**src/rtl/rr_arbiter_8x.sv**
```systemverilog
// rr_arbiter_8x
// Round-robin arbiter sharing one resource among eight requesters.
// A grant is held until its owner drops the request or MAX_HOLD
// consecutive cycles have elapsed. After either release the search
// pointer moves one past the released owner, so the released owner
// becomes the lowest priority. Every grant is followed by at least
// one idle cycle.
//
// Parameters:
//   MAX_HOLD  : maximum consecutive grant cycles (1..255), default 4
// Ports:
//   clk       : rising-edge clock
//   rst       : synchronous active-high reset
//   req[7:0]  : request vector, bit i = requester i wants the resource
//   gnt[7:0]  : registered one-hot grant (zero when no grant is active)
//   gnt_idx   : binary index of the current or last granted requester
//   gnt_valid : a grant is active
//   timeout   : one-cycle pulse after a grant is force-released

module rr_arbiter_8x #(
    parameter int MAX_HOLD = 4
) (
    input  logic       clk,
    input  logic       rst,
    input  logic [7:0] req,
    output logic [7:0] gnt,
    output logic [2:0] gnt_idx,
    output logic       gnt_valid,
    output logic       timeout
);

    typedef enum logic {
        IDLE  = 1'b0,
        GRANT = 1'b1
    } state_t;

    localparam logic [7:0] HOLD_LIMIT = 8'(MAX_HOLD);

    state_t     state;
    logic [2:0] ptr;
    logic [7:0] hold_cnt;
    logic [2:0] winner;
    logic [2:0] release_ptr;

    function automatic logic [7:0] decode3(input logic [2:0] idx);
        decode3 = 8'b0000_0001 << idx;
    endfunction

    // Rotating priority search. Offsets are scanned from farthest to
    // nearest so the last hit (the smallest offset from ptr) wins.
    always_comb begin
        logic [2:0] cand;
        winner = ptr;
        for (int i = 7; i >= 0; i--) begin
            cand = ptr + 3'(i);
            if (req[cand]) begin
                winner = cand;
            end
        end
    end

    // Pointer after any release: one past the owner, wrapping 7 -> 0.
    assign release_ptr = gnt_idx + 3'd1;

    always_ff @(posedge clk) begin
        if (rst) begin
            state     <= IDLE;
            ptr       <= 3'd0;
            gnt_idx   <= 3'd0;
            hold_cnt  <= 8'd0;
            gnt       <= 8'd0;
            gnt_valid <= 1'b0;
            timeout   <= 1'b0;
        end else begin
            timeout <= 1'b0;
            case (state)
                IDLE: begin
                    if (|req) begin
                        gnt_idx   <= winner;
                        hold_cnt  <= 8'd1;
                        gnt       <= decode3(winner);
                        gnt_valid <= 1'b1;
                        state     <= GRANT;
                    end
                end
                GRANT: begin
                    if (!req[gnt_idx]) begin
                        state     <= IDLE;
                        ptr       <= release_ptr;
                        gnt       <= 8'd0;
                        gnt_valid <= 1'b0;
                    end else if (hold_cnt == HOLD_LIMIT) begin
                        // Forced release: the owner is still requesting.
                        state     <= IDLE;
                        ptr       <= release_ptr;
                        gnt       <= 8'd0;
                        gnt_valid <= 1'b0;
                        timeout   <= 1'b1;
                    end else begin
                        hold_cnt <= hold_cnt + 8'd1;
                    end
                end
                default: begin
                    state     <= IDLE;
                    gnt       <= 8'd0;
                    gnt_valid <= 1'b0;
                end
            endcase
        end
    end

endmodule

```
**config.mk**
```make
export PLATFORM = sky130hd
export DESIGN_NAME = rr_arbiter_8x
export DESIGN_NICKNAME = d
export VERILOG_FILES = /design/src/rtl/rr_arbiter_8x.sv
export SDC_FILE = /design/constraint.sdc
export NUM_CORES = 1
export LEC_CHECK = 0
export ABC_CLOCK_PERIOD_IN_PS = 3470
export CAP_MARGIN = 20
export CORE_MARGIN = 5
export CORE_UTILIZATION = 45
export DETAILED_ROUTE_END_ITERATION = 6
export PLACE_DENSITY = 0.67
export REMOVE_ABC_BUFFERS = 1
export SYNTH_ARGS = -nofsm -noshare
export SYNTH_HDL_FRONTEND = slang
export SYNTH_SLANG_ARGS = --single-unit
```
**constraint.sdc**
```tcl
create_clock -name clk -period 3.47 [get_ports clk]
set_input_delay 1.041 -clock clk [delete_from_list [all_inputs] [get_ports clk]]
set_output_delay 1.041 -clock clk [all_outputs]
set_load 0.1 [all_outputs]
```
==> results list, run 1 <==
* Kind of end point of the critical path: flop
- DRC Markers: 0
- YS warnings: 0
* Worst setup path category: in -> reg
- Number of instances in the synthesized netlist: 214
- Cell Area, Synth: 0.00207 mm²
- Across the VDD grid, the largest voltage drop is 0.281 mV.
* Cts hold-fix bufs: 0
- Clock Skew: 6.91 ps
- Based on the critical path, the design can be clocked at up to 299 MHz.
* Biggest area consumer among synthesized cells: sky130_fd_sc_hd__dfxtp_1
- Part of the power in registers: 0.265
* Cell leakage power: 0.965 nW
- After floorplanning, the core was divided into 24 placement rows.
* Number of synthesized flops with an enable pin: 0
- CTS saw 25 sinks.
- Maximum number of buffers from clock root to sink: 2
* Final count of pins violating max slew: 0
* Effective utilization at floorplan: 0.469
* Router iterations before antenna repair: 4
- In this run the critical register-to-register path is captured at gnt[4].
* Per-cell via count in the routed design: 6.17
- Top cell type's share of synthesized area: 0.242
- Sink of the worst hold path: gnt[0]
- Max capacitance violation total: 0
- TritonCTS clock tree: built
- Once detailed placement completed, the half-perimeter wirelength came to 3990 µm.
- Number of levels the H-tree was split into: 1
* Main area contributors after synthesis: sky130_fd_sc_hd__dfxtp_1 (24%), sky130_fd_sc_hd__mux4_2 (17%), sky130_fd_sc_hd__nor2_1 (5.6%)
* Grt ovf: 0
- Part of the total power dissipated in combinational logic: 0.604
* Count of inserted antenna diode cells: 0
- Setup repair after global routing left no endpoint under its margin.
* Net switching power of the design: 0.600 mW
* Slew @ Worst Pin: 575 ps
- Power density normalized to cell area: 534 mW/mm²
- Vias in the first global route: 1870
- Dividing the final minimum period by the clock period gives 0.965.
- From left edge to right edge, the die measures 77.8 µm.
- Port buffering added 22 buffers.
- Reg-to-Reg Start: ptr[0]
- Area delta synth->final: 20.8%
- Layout cells sized above 1: 0.291
* First-pass GRT wire length: 8930 µm
- Measured along the y axis, the die boundary spans 77.8 µm.
- Power Internal: 0.734 mW
* Worst Hold Launch: gnt[0]
- CP Launch Type: input pin
* Cts bufs inserted: 3
- The share of total power dissipated in the clock network is 0.131.
- Number of gates resized after cts: 0
- Data on the critical path arrives at its endpoint at 3520 ps.
- The routed layout has 1887 vias.
- Final hold analysis gives a worst-case slack of 475 ps.
- In this run the register-to-register setup slack is 380 ps.
- Number of cell instances on the worst register-to-register path: 9
* Type of the most critical hold path: reg -> reg
- Summed over all layers, the routed wires come to 5180 µm.
- Total power for the finished layout comes to 1.33 mW.
* Cell chosen for the clock root: sky130_fd_sc_hd__clkbuf_8
* Area of the core: 0.00441 mm²
- The die covers 0.00605 mm².
* Largest fanout of any net on the critical path: 10
- The initial antenna violation count was 0.
* GPL Wtd Cong: 0.859
* Maximum number of pins on one net before global-route repair: 17
- Proportion of register bits with asynchronous set or reset after synthesis: 0
- In this run the count of I/O pins placed on the die edge is 23.
- Number of synthesized register bits: 25
- The flow ran to the end, and the final reports show no timing, DRC or antenna violations.
* Clock network latency to the later pin of the worst-skew pair: 270 ps
- For this run, the total global-route usage over all layers was measured as 0.178.
* Final Hold Fails: 0
- Clock transition at the registers of the reported paths: 90 ps
- The share of the Yosys chip area taken by registers is 0.242.
* Fraction of power spent switching nets: 0.450
- After layout, the minimum clock period comes to 3350 ps.
* Final-stage net count: 270
- Tightest slew margin relative to the limit: 0.616
* Final setup violation count: 0
* Post-DRT Antenna Nets: 0
* Distinct cells, synth: 58
* Avg WL per Cell: 16.9 µm
- Cells on Worst Hold Path: 1
* Crit path required time: 3640 ps
* Synthesized area per cell: 9.66 µm²
- Buffers added to address setup during post-CTS repair amount to 0.
* Detailed Route Iter0 Violations: 131
- The most used flip-flop cell after synthesis is sky130_fd_sc_hd__dfxtp_1.
==> area by class of cell <==
type | instances | area (µm²)
Multi-Input combinational cell | 171 | 1480
Inverter | 6 | 22.5
Sequential cell | 25 | 500
Timing Repair Buffer | 48 | 383
Clock buffer | 3 | 41.3
Fill cell | 410 | 1920
Tap cell | 52 | 65.1
Clock inverter | 1 | 7.51
==> logic make-up after synthesis <==
| logic type | Yosys count | share of synthesized area |
|---|---|---|
| fa+ha+maj | 5 | 0.0302 |
| flops | 25 | 0.242 |
| compound gates | 53 | 0.201 |
| simple gates | 71 | 0.174 |
| mux | 35 | 0.279 |
| xor+xnor | 7 | 0.0296 |
| buf+inv | 18 | 0.0435 |
==> Yosys cell counts, types with 2 or more instances <==
cell,n
sky130_fd_sc_hd__inv_1,6
sky130_fd_sc_hd__nand2b_1,5
sky130_fd_sc_hd__nor2_1,31
sky130_fd_sc_hd__nor3_1,2
sky130_fd_sc_hd__o21ai_0,5
sky130_fd_sc_hd__o21ai_1,3
sky130_fd_sc_hd__dfxtp_1,25
sky130_fd_sc_hd__nor3b_1,2
sky130_fd_sc_hd__a21oi_1,10
sky130_fd_sc_hd__o211a_1,3
sky130_fd_sc_hd__buf_2,3
sky130_fd_sc_hd__mux2i_1,5
sky130_fd_sc_hd__a211oi_1,3
sky130_fd_sc_hd__a221oi_1,3
sky130_fd_sc_hd__and3_1,2
sky130_fd_sc_hd__a32o_1,7
sky130_fd_sc_hd__a22o_1,2
sky130_fd_sc_hd__nand4_1,2
sky130_fd_sc_hd__nand2_1,9
sky130_fd_sc_hd__nor4_1,2
sky130_fd_sc_hd__ha_1,5
sky130_fd_sc_hd__nand3_1,5
sky130_fd_sc_hd__xor2_1,2
sky130_fd_sc_hd__xnor2_1,5
sky130_fd_sc_hd__clkbuf_1,6
sky130_fd_sc_hd__a22oi_1,2
sky130_fd_sc_hd__mux2_1,4
sky130_fd_sc_hd__and2_1,2
sky130_fd_sc_hd__a31oi_1,2
sky130_fd_sc_hd__mux2i_2,2
sky130_fd_sc_hd__mux2_2,7
sky130_fd_sc_hd__mux4_2,16
==> registers in the layout, indices dropped and copies added, names as in the netlist <==
| name | count |
|---|---|
| gnt_valid | 1 |
| timeout | 1 |
| gnt | 8 |
| state | 1 |
| gnt_idx | 3 |
| ptr | 3 |
| hold_cnt | 8 |
==> how the worst max path moves through the flow <==
stage	slack (ps)	startpoint	end	depth (start not counted)
2_1_floorplan	-50	ptr[0]	gnt[0]	9
5_1_grt	20	req[5]	gnt[4]	8
4_1_cts	160	req[5]	gnt[5]	8
3_5_place_dp	-140	req[5]	gnt[4]	8
3_3_place_gp	-130	req[5]	gnt[4]	7
6_report	120	req[5]	gnt[5]	8
==> layer usage <==
layer	GRT usage	wire length [µm]	up-vias	share of wire
met5	0	0	-	0
met4	0.0395	55	0	0.011
met3	0.0370	348	8	0.067
met2	0.295	2470	55	0.48
met1	0.238	2300	915	0.44
li1	-	-	909	-
==> worst max-delay path, stage by stage <==
cell	delay (ps)
sky130_fd_sc_hd__clkdlybuf4s50_1	580
sky130_fd_sc_hd__mux2_1	360
sky130_fd_sc_hd__mux4_2	530
sky130_fd_sc_hd__a221oi_1	240
sky130_fd_sc_hd__nor3b_2	250
sky130_fd_sc_hd__o21ai_1	70
sky130_fd_sc_hd__and2_1	180
sky130_fd_sc_hd__a32o_1	260
==> metrics by stage <==
| stage | instances | TNS, ps | setup slack, ps | utilization | area, µm² |
|---|---|---|---|---|---|
| finish | 306 | 0 | 122 | 0.566 | 2500 |
| global route | 306 | 0 | 15.1 | 0.566 | 2500 |
| CTS | 306 | 0 | 159 | 0.566 | 2500 |
| detailed placement | 302 | -963 | -141 | 0.555 | 2450 |
| global placement | 302 | -869 | -127 | 0.555 | 2450 |
| floorplan | 202 | -210 | -52.6 | - | 2000 |
==> placed cells by master, fill, tap and decap left out, types with 4 or more instances in the layout <==
master                             n
sky130_fd_sc_hd__a21oi_1          10
sky130_fd_sc_hd__a32o_1            7
sky130_fd_sc_hd__buf_4            39
sky130_fd_sc_hd__clkdlybuf4s50_1   9
sky130_fd_sc_hd__dfxtp_1          25
sky130_fd_sc_hd__ha_1              5
sky130_fd_sc_hd__inv_1             6
sky130_fd_sc_hd__mux2_1            4
sky130_fd_sc_hd__mux2_2            7
sky130_fd_sc_hd__mux2i_1           5
sky130_fd_sc_hd__mux4_2           16
sky130_fd_sc_hd__nand2_1           9
sky130_fd_sc_hd__nand2b_1          5
sky130_fd_sc_hd__nand3_1           5
sky130_fd_sc_hd__nor2_1           31
sky130_fd_sc_hd__o21ai_0           5
sky130_fd_sc_hd__xnor2_1           5
==> power groups by stage <==
| stage | sequential (mW) | combinational (mW) | clock (mW) |
|---|---|---|---|
| global placement | 0.360 | 0.795 | 0 |
| floorplan | 0.527 | 0.410 | 0 |
| finish | 0.353 | 0.806 | 0.175 |
| detailed placement | 0.360 | 0.801 | 0 |
| global route | 0.358 | 0.866 | 0.197 |
| CTS | 0.353 | 0.804 | 0.184 |
Note: power is estimated with default switching activity, not from simulation.
==> inputs of run 2 (changes only) <==
Settings changed: CORE_ASPECT_RATIO from default to 0.7, REMOVE_ABC_BUFFERS 1 to default.
==> run 2 against run 1 <==
Net effect: sequential share of layout area shrank 0.15 points; sequential power shrank 3%; critical endpoint is now gnt[0]; worst hold slack lost 2.8 ps; count of clock-buffer cells in the layout is the same; critical path type unchanged; die area grew 0.35%; largest cell class unchanged; highest routed layer is now met3; clock power is essentially flat.
==> results list, run 2 (synthesis results as in run 1) <==
* WL final: 5150 µm
- CTS Sinks: 25
- Setup violations remaining at the end of the flow were counted as 0.
- From left edge to right edge, the die measures 91.0 µm.
- Number of vias after detailed routing: 1869
- TritonCTS built the clock tree.
- The floorplan has 20 rows.
- Most common cell after layout, fill and taps aside: sky130_fd_sc_hd__buf_4
* Crit path required time: 3640 ps
* Avg WL per Cell: 16.6 µm
* Worst Hold Launch: gnt[1]
* Number of buffers added for setup after CTS: 0
- Number of levels the H-tree was split into: 1
- Share of the clock period used by the worst path after layout: 0.951
- Kind of end point of the critical path: flop
* Sink of the worst hold path: gnt[1]
- The pre-antenna-repair detailed-routing pass consisted of 4 iterations.
- The detail route stage leaves a number of antenna-violating nets equal to 0.
* First-pass GRT wire length: 8910 µm
- Entering global routing, the biggest net connects 24 pins.
- Cells on Worst Hold Path: 1
* I/O Buffers: 22
- Largest fanout of any net on the critical path: 6
- The final layout contains 272 nets.
- The die covers 0.00607 mm².
- In this run the deepest clock path goes through 2 buffers.
* Setup slack after layout: 170 ps
- Vias in the first global route: 1743
* Overall global routing resource usage: 0.180
* Most used cells in the layout excluding fill and tap cells: sky130_fd_sc_hd__buf_4 (41), sky130_fd_sc_hd__nor2_1 (31), sky130_fd_sc_hd__dfxtp_1 (25), sky130_fd_sc_hd__mux4_2 (16), sky130_fd_sc_hd__a21oi_1 (10)
* Grt ovf: 0
- Setup repair after global routing left no endpoint under its margin.
- R2r setup slk: 450 ps
* Power density normalized to cell area: 531 mW/mm²
- Layout cells sized above 1: 0.297
- Per-cell via count in the routed design: 6.01
- Area delta synth->final: 21.7%
- Headroom to the max-slew limit came out at 0.657.
* Detail Placement HPWL: 4040 µm
- Reg-to-Reg Start: ptr[0]
- GPL Wtd Cong: 0.833
- The floorplan step set the die height to 66.7 µm.
* DRC Markers: 0
- In this run the critical register-to-register path is captured at gnt[0].
- Derived from the worst setup path, the maximum achievable clock frequency is 303 MHz.
- Final Hold Fails: 0
* Result of the run: completed
* Cell leakage power: 0.973 nW
- CP Launch Type: input pin
- Area of the core: 0.00440 mm²
- Clock transition at the registers of the reported paths: 90 ps
- Gates resized during post-CTS repair numbered 0.
* Arrival time of the worst setup path: 3470 ps
- 23 I/O pins were placed.
- The initial utilization of the core area, before any placement, comes to 0.470.
- For the pin with the worst max-slew slack, the measured transition is 513 ps.
- For this block, the initial DRC count from the detailed router was 127.
- Type of the most critical hold path: reg -> reg
- By startpoint and endpoint, the worst setup path is classified as in -> reg.
* Clock Skew: 1.35 ps
- The initial antenna violation count was 0.
- Timing analysis after detailed placement gives a worst setup slack of -133 ps.
- IR analysis of the VDD net gives a maximum drop of 0.473 mV.
- Synthesized netlist net count: 229
- The worst path in the final design needs a cycle of 3300 ps, including I/O delays and setup.
- Number of cell instances on the worst register-to-register path: 9
- Cell chosen for the clock root: sky130_fd_sc_hd__clkbuf_8
- Biggest registers after layout: gnt x8, hold_cnt x8
* Final Total Pwr: 1.34 mW
* Count of inserted antenna diode cells: 0
- The number of pins exceeding their max-slew limit in the final report is 0.
* Cts hold-fix bufs: 0
- Across the run, the number of max-cap violations was 0.
- Clock tree synthesis inserted a total of 3 buffers.
* Clock network latency to the later pin of the worst-skew pair: 270 ps
-- run 2: power by group --
| part | leakage (nW) | internal, mW | switching [mW] | total (mW) |
|---|---|---|---|---|
| Clock | 0.0217 | 0.0814 | 0.0959 | 0.177 |
| Sequential | 0.204 | 0.318 | 0.0255 | 0.343 |
| Combinational | 0.748 | 0.333 | 0.482 | 0.814 |
| Total | 0.973 | 0.732 | 0.603 | 1.34 |
-- run 2: layout make-up --
cell class | instances | area, µm²
Clock inverter | 1 | 7.51
Multi-Input combinational cell | 171 | 1480
Inverter | 6 | 22.5
Tap cell | 55 | 68.8
Fill cell | 396 | 1890
Timing Repair Buffer | 50 | 398
Clock buffer | 3 | 41.3
Sequential cell | 25 | 500
-- run 2: layer usage --
| metal | wire, µm | vias to the layer above | share of wire | GRT usage |
|---|---|---|---|---|
| li1 | - | 913 | - | - |
| met1 | 2640 | 892 | 0.51 | 0.277 |
| met2 | 2040 | 64 | 0.40 | 0.254 |
| met3 | 471 | 0 | 0.091 | 0.0576 |
| met4 | 0 | 0 | 0 | 0.00549 |
| met5 | 0 | - | 0 | 0 |
-- run 2: critical path, stage by stage --
cell                              delay (ps)
sky130_fd_sc_hd__clkdlybuf4s50_1         520
sky130_fd_sc_hd__mux4_2                  600
sky130_fd_sc_hd__mux2_2                  330
sky130_fd_sc_hd__a221oi_1                210
sky130_fd_sc_hd__nor3b_2                 250
sky130_fd_sc_hd__o21ai_1                  80
sky130_fd_sc_hd__and2_1                  190
sky130_fd_sc_hd__a32o_1                  260
-- run 2: stage by stage --
stage                     setup TNS [ps]  instance area [µm²]  instances  hold slack (ps)   util
after global routing                   0                 2520        311              496  0.571
final                                  0                 2520        311              472  0.571
after global placement              -144                 2470        307              452  0.560
after floorplan                        0                 2070        214              461      -
after CTS                              0                 2520        311              479  0.571
after detailed placement            -873                 2470        307              457  0.560
-- run 2: worst max-delay path by stage --
stage	startpoint	end	slack, ps	cells after the start
final	req[4]	gnt[0]	170	8
after global routing	req[3]	gnt[0]	50	8
after CTS	req[4]	gnt[5]	160	8
after detailed placement	req[4]	gnt[5]	-130	8
after global placement	req[2]	gnt[5]	-40	8
after floorplan	ptr[1]	gnt[0]	340	12
==> inputs of run 3 (changes only) <==
Settings changed: SLEW_MARGIN from default to 30.
==> results of run 3 <==
The final DEF is identical to that of run 2; final timing and power are the same.
